`src/rtl/uart_tx_feeder.sv`:
```
`default_nettype none
// ============================================================================
// Module   : uart_tx_feeder
// Purpose  : Byte FIFO plus a sequencer that writes each byte into the UART.
//            Optional start timeout is enabled with UART_TX_FEEDER_TIMEOUT_EN.
// Revision : 1.0 - initial release
// ============================================================================
module uart_tx_feeder #(
  parameter int DEPTH         = 16,
  parameter int START_TIMEOUT = 64
) (
  input  logic                         clk,
  input  logic                         rst_n,
  input  logic                         push,
  input  logic [7:0]                   push_data,
  output logic                         full,
  output logic                         empty,
  output logic [$clog2(DEPTH+1)-1:0]   count,
  input  logic                         clr_err,
  output logic                         overflow,
  output logic                         timeout_err,
  output logic [3:0]                   uart_addr,
  output logic [31:0]                  uart_wdata,
  output logic                         uart_we,
  input  logic                         uart_busy
);

  localparam int c_addr_w = $clog2(DEPTH);
  localparam int c_cnt_w  = $clog2(DEPTH + 1);

  typedef enum logic [2:0] {
    S_IDLE       = 3'd0,
    S_WR_DATA    = 3'd1,
    S_WR_CMD     = 3'd2,
    S_WAIT_START = 3'd3,
    S_WAIT_DONE  = 3'd4
  } state_t;

  generate
    if (DEPTH < 2 || (DEPTH & (DEPTH - 1)) != 0 || START_TIMEOUT < 1) begin : g_bad_params
      $error("uart_tx_feeder: DEPTH must be a power of two >= 2, START_TIMEOUT >= 1");
    end
  endgenerate

  logic [7:0]          r_mem [DEPTH];
  logic [c_addr_w-1:0] r_wr_ptr;
  logic [c_addr_w-1:0] r_rd_ptr;
  logic [c_cnt_w-1:0]  r_count;
  logic                r_overflow;
  state_t              r_state;
  logic                r_uart_we;
  logic [3:0]          r_uart_addr;
  logic [31:0]         r_uart_wdata;
  logic                w_pop;
  logic                w_push_ok;
  logic                w_timeout;

  assign full        = (r_count == c_cnt_w'(DEPTH));
  assign empty       = (r_count == '0);
  assign count       = r_count;
  assign overflow    = r_overflow;
  assign uart_we     = r_uart_we;
  assign uart_addr   = r_uart_addr;
  assign uart_wdata  = r_uart_wdata;

  // The head byte leaves the FIFO in the same cycle it is written to the UART,
  // which frees a slot for a push arriving while full.
  assign w_pop     = (r_state == S_WR_DATA);
  assign w_push_ok = push && (!full || w_pop);

  always_ff @(posedge clk) begin
    if (w_push_ok) r_mem[r_wr_ptr] <= push_data;
  end

  always_ff @(posedge clk or negedge rst_n) begin
    if (!rst_n) begin
      r_wr_ptr   <= '0;
      r_rd_ptr   <= '0;
      r_count    <= '0;
      r_overflow <= 1'b0;
    end else begin
      if (w_push_ok) r_wr_ptr <= r_wr_ptr + c_addr_w'(1);
      if (w_pop)     r_rd_ptr <= r_rd_ptr + c_addr_w'(1);
      case ({w_push_ok, w_pop})
        2'b10:   r_count <= r_count + c_cnt_w'(1);
        2'b01:   r_count <= r_count - c_cnt_w'(1);
        default: r_count <= r_count;
      endcase
      if (push && full && !w_pop) r_overflow <= 1'b1;
      else if (clr_err)           r_overflow <= 1'b0;
    end
  end

`ifdef UART_TX_FEEDER_TIMEOUT_EN
  localparam int c_to_w = ($clog2(START_TIMEOUT + 1) > 8) ? $clog2(START_TIMEOUT + 1) : 8;

  logic [c_to_w-1:0] r_to_cnt;
  logic              r_timeout_err;

  assign w_timeout   = (r_state == S_WAIT_START) && !uart_busy &&
                       (r_to_cnt == c_to_w'(START_TIMEOUT - 1));
  assign timeout_err = r_timeout_err;

  // Held at zero outside WAIT_START, so every entry starts a fresh count.
  always_ff @(posedge clk or negedge rst_n) begin
    if (!rst_n) begin
      r_to_cnt      <= '0;
      r_timeout_err <= 1'b0;
    end else begin
      if (r_state != S_WAIT_START) r_to_cnt <= '0;
      else                         r_to_cnt <= r_to_cnt + c_to_w'(1);
      if (w_timeout)    r_timeout_err <= 1'b1;
      else if (clr_err) r_timeout_err <= 1'b0;
    end
  end
`else
  assign w_timeout   = 1'b0;
  assign timeout_err = 1'b0;
`endif

  always_ff @(posedge clk or negedge rst_n) begin
    if (!rst_n) begin
      r_state      <= S_IDLE;
      r_uart_we    <= 1'b0;
      r_uart_addr  <= 4'd0;
      r_uart_wdata <= 32'd0;
    end else begin
      r_uart_we <= 1'b0;
      case (r_state)
        S_IDLE: begin
          if (!empty && !uart_busy) r_state <= S_WR_DATA;
        end
        S_WR_DATA: begin
          r_uart_we    <= 1'b1;
          r_uart_addr  <= 4'd1;
          r_uart_wdata <= {24'd0, r_mem[r_rd_ptr]};
          r_state      <= S_WR_CMD;
        end
        S_WR_CMD: begin
          r_uart_we    <= 1'b1;
          r_uart_addr  <= 4'd0;
          r_uart_wdata <= 32'd1;
          r_state      <= S_WAIT_START;
        end
        S_WAIT_START: begin
          if (uart_busy)      r_state <= S_WAIT_DONE;
          else if (w_timeout) r_state <= S_IDLE;
        end
        S_WAIT_DONE: begin
          if (!uart_busy) r_state <= S_IDLE;
        end
        default: r_state <= S_IDLE;
      endcase
    end
  end

endmodule
`default_nettype wire

```
`config.mk`:
```
export PLATFORM = sky130hd
export DESIGN_NAME = uart_tx_feeder
export DESIGN_NICKNAME = d
export VERILOG_FILES = /design/src/rtl/uart_tx_feeder.sv
export SDC_FILE = /design/constraint.sdc
export NUM_CORES = 1
export LEC_CHECK = 0
export ABC_AREA = 1
export ABC_CLOCK_PERIOD_IN_PS = 4200
export BUFFER_PORTS_ARGS = -buffer_cell sky130_fd_sc_hd__buf_2
export CORE_ASPECT_RATIO = 2
export CORE_MARGIN = 1
export CORE_UTILIZATION = 45
export CTS_CLUSTER_DIAMETER = 150
export CTS_CLUSTER_SIZE = 30
export DETAILED_ROUTE_END_ITERATION = 12
export GPL_ROUTABILITY_DRIVEN = 1
export HOLD_SLACK_MARGIN = 0.05
export PLACE_DENSITY = 0.65
export SLEW_MARGIN = 20
export SYNTH_ARGS = -nofsm -noshare
export SYNTH_HDL_FRONTEND = slang
export SYNTH_SLANG_ARGS = --single-unit
```
`constraint.sdc`:
```
create_clock -name clk -period 4.2 [get_ports clk]
set_input_delay 0.42 -clock clk [delete_from_list [all_inputs] [get_ports clk]]
set_output_delay 0.42 -clock clk [all_outputs]
set_load 0.05 [all_outputs]
```
Yosys cells after proc, flatten, opt, wreduce, memory -nomap -nowiden
Memory sizes are Yosys's and may differ from the RTL's. Index checks and enable logic that the tools add are counted.

Multiplexer cells: 12. Eq/ne operators: 10. Add/subtract/negate cells: 4. Reduce and logical (&&, ||, !) cells: 16.

Operators with widths (count): $pmux W32 S2 (1); $pmux W3 S5 (1); $pmux W5 S2 (1); $mux W3 (3); $add A4 B1 Y4 const B (2); $pmux W4 S2 (1); $eq A3 B2 Y1 const B (2); $ne A2 B2 Y1 const B (3); $reduce_bool A2 Y1 (3); $add A5 B1 Y5 const B (1); $eq A5 B5 Y1 const B (1); $logic_not A5 Y1 (1); $mux W1 (5); $sub A5 B1 Y5 const B (1); $logic_and A1 B1 Y1 (4); $logic_not A1 Y1 (4); $eq A3 B1 Y1 const B (1); $eq A3 B3 Y1 const B (1); $logic_not A3 Y1 (1); $reduce_and A3 Y1 (1); $eq A2 B1 Y1 const B (1); $eq A2 B2 Y1 const B (1); $reduce_or A2 Y1 (1); $logic_or A1 B1 Y1 (1).

Memories: 1. Memory bits (writable): 128. Register bits: 54. Input bits: 13. Logic and storage cells: 51.

Memory list: r_mem (words 16, bits a word 8, read ports 1, clocked after memory_dff 0, write ports 1, line 45) `logic [7:0] r_mem [DEPTH];`.

Logic depth before layout (Yosys ltp)
Word-level depth: 6. Depth in mapped cells: 15. Depth with buffers taken out: 15.

Least setup slack after synthesis
Ideal clock, no wire load.

Path type: register -> register. From: register r_count[1] (netlist: count[1]). To: memory r_mem[11][0] (enable). Data required time: 3830 ps. Slack: 2004 ps. Library setup time: 370 ps. Path buffers: 0. Arrival: 1826 ps. Cell stages (with the launch flop): 9. Cell sequence: dfrtp_1 > inv_1 > nand3_1 > nor2_2 > nand2_1 > nand2_2 > nor2_1 > inv_1 > nor2_1.

Word-level cells in the longest chain between the ends: 6.

Ends and longest elaborated chain: from (decl) (line 48) `logic [c_cnt_w-1:0] r_count;`; from (signal assigned) (line 85) `2'b10: r_count <= r_count + c_cnt_w'(1);`; from (signal assigned) (line 86) `2'b01: r_count <= r_count - c_cnt_w'(1);`; from (signal assigned) (line 87) `default: r_count <= r_count;`; $eq A5 B5 Y1 (line 58) `assign full = (r_count == c_cnt_w'(DEPTH));`; named net full (line 16) `output logic full,`; $logic_not A1 Y1 (line 69) `assign w_push_ok = push && (!full || w_pop);`; $logic_or A1 B1 Y1 (line 69); $logic_and A1 B1 Y1 (line 69); $mux W1 (line 72) `if (w_push_ok) r_mem[r_wr_ptr] <= push_data;`; $mux W1 (not written as such) (line 72); to (decl) (line 45).

The timed path passes the listed nets, and every way through them passes these cells.

Final worst setup path
From: register r_state[1]. To: memory r_mem[9][1] (enable).

Word-level cells in the longest chain between the ends: 5.

Ends and longest elaborated chain: from (decl) (line 50) `state_t r_state;`; from (signal assigned) (line 123) `r_state <= S_IDLE;`; from (signal assigned) (line 131) `if (!empty && !uart_busy) r_state <= S_WR_DATA;`; from (signal assigned) (line 137) `r_state <= S_WR_CMD;`; $eq A3 B1 Y1 (line 68) `assign w_pop = (r_state == S_WR_DATA);`; $logic_or A1 B1 Y1 (line 69); $logic_and A1 B1 Y1 (line 69); $mux W1 (line 72); $mux W1 (not written as such) (line 72).

No other way between the ends.

==> results.md <==
Synth:
- Synthesis produced 585 cells.
- The number of warnings issued by yosys is 0.
- The number of distinct library cells after synthesis is 31.
- By area the synthesized netlist is led by edfxtp_1 57%, dfrtp_1 10%, nor2_1 6.6%.
- The synthesized netlist occupies a cell area of 6730 um2.
- The average instance in the mapped netlist occupies approximately 11 um2.
- The cell taking the most area after synthesis is edfxtp_1.
- The portion of the post-synthesis area used by sequential elements is between 60% and 70%.
- Counting flops and latches in the post-synthesis netlist gives between 150 and 200.
- The fraction of synthesized cell area taken by the top area cell type is ~57%.

Floorplanning:
- The die extent in x is 88.5 um.
- For this configuration, the core starts out at a cell density of a little under half.
- The core box area is between 10000 and 15000 um2.
- 59 I/O pins were placed.
- The floorplan has 62 rows.
- The area enclosed by the die boundary is roughly 15000 um2.
- The die is 175 um tall.

Power:
- The part of the total power dissipated in combinational logic is 36.3%.
- Net switching is roughly two fifths of the power.
- In this run the power density over the cells is around 740 nW/um2.
- VDD sags by at most slightly below 0.3 mV.
- Internal power comes to 0.00326 W.
- In this run, the clock network consumes 25.6% of the power.
- The static leakage is 2.81 nW.
- Per report_power, the sequential group accounts for about two fifths of the total.
- For this design the total switching power over the nets is 0.00226 W.

Clock network:
- The TritonCTS clock tree is built.
- The CTS buffer count is 17.
- The clock tree root buffer cell is clkbuf_16.
- The H-tree generated during clock tree synthesis spans 4 levels.
- The number of gates resized after CTS was 0.
- The insertion delay of the later-clocked pin in the worst-skew pair is 0.42 ns.
- The clock passes through at most 2 buffers.
- The register clock-pin slew on the reported worst setup and hold paths is around 0.06 ns.
- The total number of clock tree sinks is roughly 160.

Worst setup path:
- For flop-to-flop paths, the worst setup slack is a little under 2 ns.
- The critical path capture point is r_mem[9][1]$_DFFE_PP_.
- The worst register-to-register path begins at r_state[1]$_DFFE_PN0P_.
- The endpoint class of the critical path is a flip-flop.
- At the worst endpoint, the required time is ~4.2 ns.
- STA puts the critical path data arrival time at 2.29 ns.
- The number of cells on the worst reg-to-reg path is 7.
- Along the worst path, the maximum fanout reaches 8.
- The capture point of the worst reg-to-reg path is r_mem[9][1]$_DFFE_PP_.
- The worst setup path is launched from a flip-flop.
- Tracing the worst setup path back leads to its startpoint at r_state[1]$_DFFE_PN0P_.
- By startpoint and endpoint, the worst setup path is classified as flip-flop to flip-flop.

Run:
- Max-cap violations in this run came to 0.

Routing:
- The vias per cell is 5.13.
- The count of nets left with antenna violations once routing finished came out at 0.
- The detailed-route DRC error count is 0.
- The routed layout has 4200 vias.
- The first-iteration detailed-routing DRC count is between 200 and 300.
- The number of search-and-repair iterations in the first detailed-routing pass is 5.
- The total detailed-routing wirelength is roughly 15000 um.
- The wire length per cell after detailed routing is approximately 18 um.

STA:
- The number of pins with negative max-slew slack in the final report was 0.
- Setup repair after global routing left no endpoint under its margin.
- The number of hold-slack violations in the final timing report came to 0.
- Measured against its own limit, the worst slew margin works out to ~49%.
- The share of the clock period used by the worst path after layout is between 50 and 60%.
- The slew at the pin with the worst max-slew slack is approximately 0.76 ns.
- The upper clock frequency limit is between 0.4 and 0.5 GHz.
- The shortest period the worst path allows is roughly 2.2 ns.
- The total negative slack is 0 ns.
- The worst path setup slack after routing is 1.96 ns.
- The setup-violating endpoint count in the final report is 0.
- The clock arrives with between 0.008 and 0.009 ns of skew.

Placement:
- In this run the tool buffered the top-level ports with 30 buffer cells.
- The weighted congestion reported at the end of routability-driven placement is 0.889.
- The placement-stage worst setup slack is slightly below 2 ns.
- In this run, placement finished with an instance count of 785.
- The wire-length estimate of the detail-placed layout is 10100 um.

Outcome:
- The flow ran to the end, and the final reports show no timing, DRC or antenna violations.

Global routing:
- Global routing used slightly above 20% of the available tracks.
- The global-route wire length before repair is 22100 um.
- Entering global routing, the biggest net connects 65 pins.
- The via count of the first global-routing pass is 4120.
- The initial antenna violation count is 0.
- The total global routing overflow is 0.

Final layout:
- In the final layout, the share of cells above drive strength 1 is 12.0%.
- The area growth from synthesis to layout is 10.5%.
- Once layout is complete, the cells apart from fillers number 818.
- Leaving out fill and tap cells, the most frequent cell in the layout is edfxtp_1.
- The antenna diode count is 0.
- The fill cell total of the finished layout is between 1000 and 1500.
- In the layout the commonest cells are 128 x edfxtp_1, 118 x nor2_1, 64 x nand2_1, 64 x o21ai_0, 33 x o211ai_1.
- After the last flow step, the layout net total stands at ~630.

Hold path:
- The type of the worst min-delay path is input port to flip-flop.
## cell type report
cell class	count	area (um2)	share of cell area [%]
Sequential cell	155	4520	60.8
Multi-Input combinational cell	373	1810	24.4
Clock buffer	18	429	5.77
Tap cell	192	240	3.23
Timing Repair Buffer	34	183	2.46
Inverter	32	125	1.68
Clock inverter	14	120	1.62
## worst min path at each step
stage          depth (start not counted)                        end  startpoint  slack (ns)
2_1_floorplan                          0       count[0]$_DFFE_PN0P_       rst_n        0.12
3_5_place_dp                           1  uart_wdata[1]$_DFFE_PN0P_       rst_n        0.46
5_1_grt                                2       overflow$_DFFE_PN0P_     clr_err        0.20
6_report                               2       overflow$_DFFE_PN0P_     clr_err        0.20
4_1_cts                                2       overflow$_DFFE_PN0P_     clr_err        0.19
3_3_place_gp                           1  uart_wdata[2]$_DFFE_PN0P_       rst_n        0.46
## power groups by stage
stage / Combinational (W) / Sequential [W] / Clock [W]
after floorplan: 0.00138 / 0.00228 / 0
after global placement: 0.00198 / 0.00212 / 0
after detailed placement: 0.00200 / 0.00213 / 0
after CTS: 0.00201 / 0.00210 / 0.00143
after global routing: 0.00221 / 0.00213 / 0.00149
final: 0.00200 / 0.00210 / 0.00142
## flip-flops by register name (all words and copies together) (netlist names)
| name | count |
|---|---|
| r_mem | 128 |
| r_rd_ptr | 4 |
| overflow | 1 |
| uart_wdata | 8 |
| r_state | 3 |
| uart_we | 1 |
| uart_addr | 1 |
| r_wr_ptr | 4 |
| count | 5 |
## what timing repair did
action                    in CTS  in global routing
hold buffers                   1                  0
hold endpoints to repair      27                  0
buffers inserted               0                  0
## Yosys cell counts
cell / n
edfxtp_1: 128
nor2_1: 118
nand2_1: 64
o21ai_0: 64
o211ai_1: 33
buf_4: 31
dfrtp_1: 27
nand3_1: 26
inv_1: 25
buf_2: 9
xor2_1: 8
ha_1: 7
o21ai_1: 7
buf_6: 6
clkbuf_1: 5
nand4_1: 5
inv_2: 4
nand2_2: 3
a21oi_1: 2
clkinv_1: 2
a31oi_1: 1
clkbuf_2: 1
conb_1: 1
inv_6: 1
nand2_4: 1
nand3_2: 1
nand3_4: 1
nor2_2: 1
nor2_4: 1
o22ai_1: 1
or2_2: 1
## critical path: stages, from the launching register on
cell and delay, ns:
dfrtp_1 0.40, inv_2 0.12, nand3_2 0.18, nand2_1 0.16, nand2_2 0.09, inv_2 0.12, nand2_1 0.18, nor2_1 0.61
## cell families (layout without fill, tap and decap cells)
kind of cell	after synthesis	count (layout)	synth area share [%]
flip-flops	155	155	67.2
XOR/XNOR	8	8	1.04
other	1	28	0.0558
adder cells (fa/ha/maj)	7	7	1.30
AND/OR/NAND/NOR	222	222	13.8
buffers and inverters	84	98	7.35
AO/OA/AOI/OAI	108	108	9.30
## layer usage
layer / up-vias / global-route usage [%] / wire, um
met2: 125 / 37.4 / 8390
met5: - / 0 / 0
met1: 2010 / 20.9 / 5490
li1: 2037 / - / -
met4: 0 / 11.4 / 536
met3: 28 / 3.35 / 422
## per-stage QoR
| step | power, W | utilization (%) | area, um2 | hold WS (ns) |
|---|---|---|---|---|
| 2_1_floorplan | 0.00366 | - | 6830 | 0.124 |
| 3_3_place_gp | 0.00410 | 47.4 | 6870 | 0.458 |
| 3_5_place_dp | 0.00413 | 47.4 | 6870 | 0.459 |
| 4_1_cts | 0.00554 | 51.2 | 7430 | 0.195 |
| 5_1_grt | 0.00583 | 51.2 | 7430 | 0.198 |
| 6_report | 0.00552 | 51.2 | 7430 | 0.205 |
(Power assumes the default switching activity.)
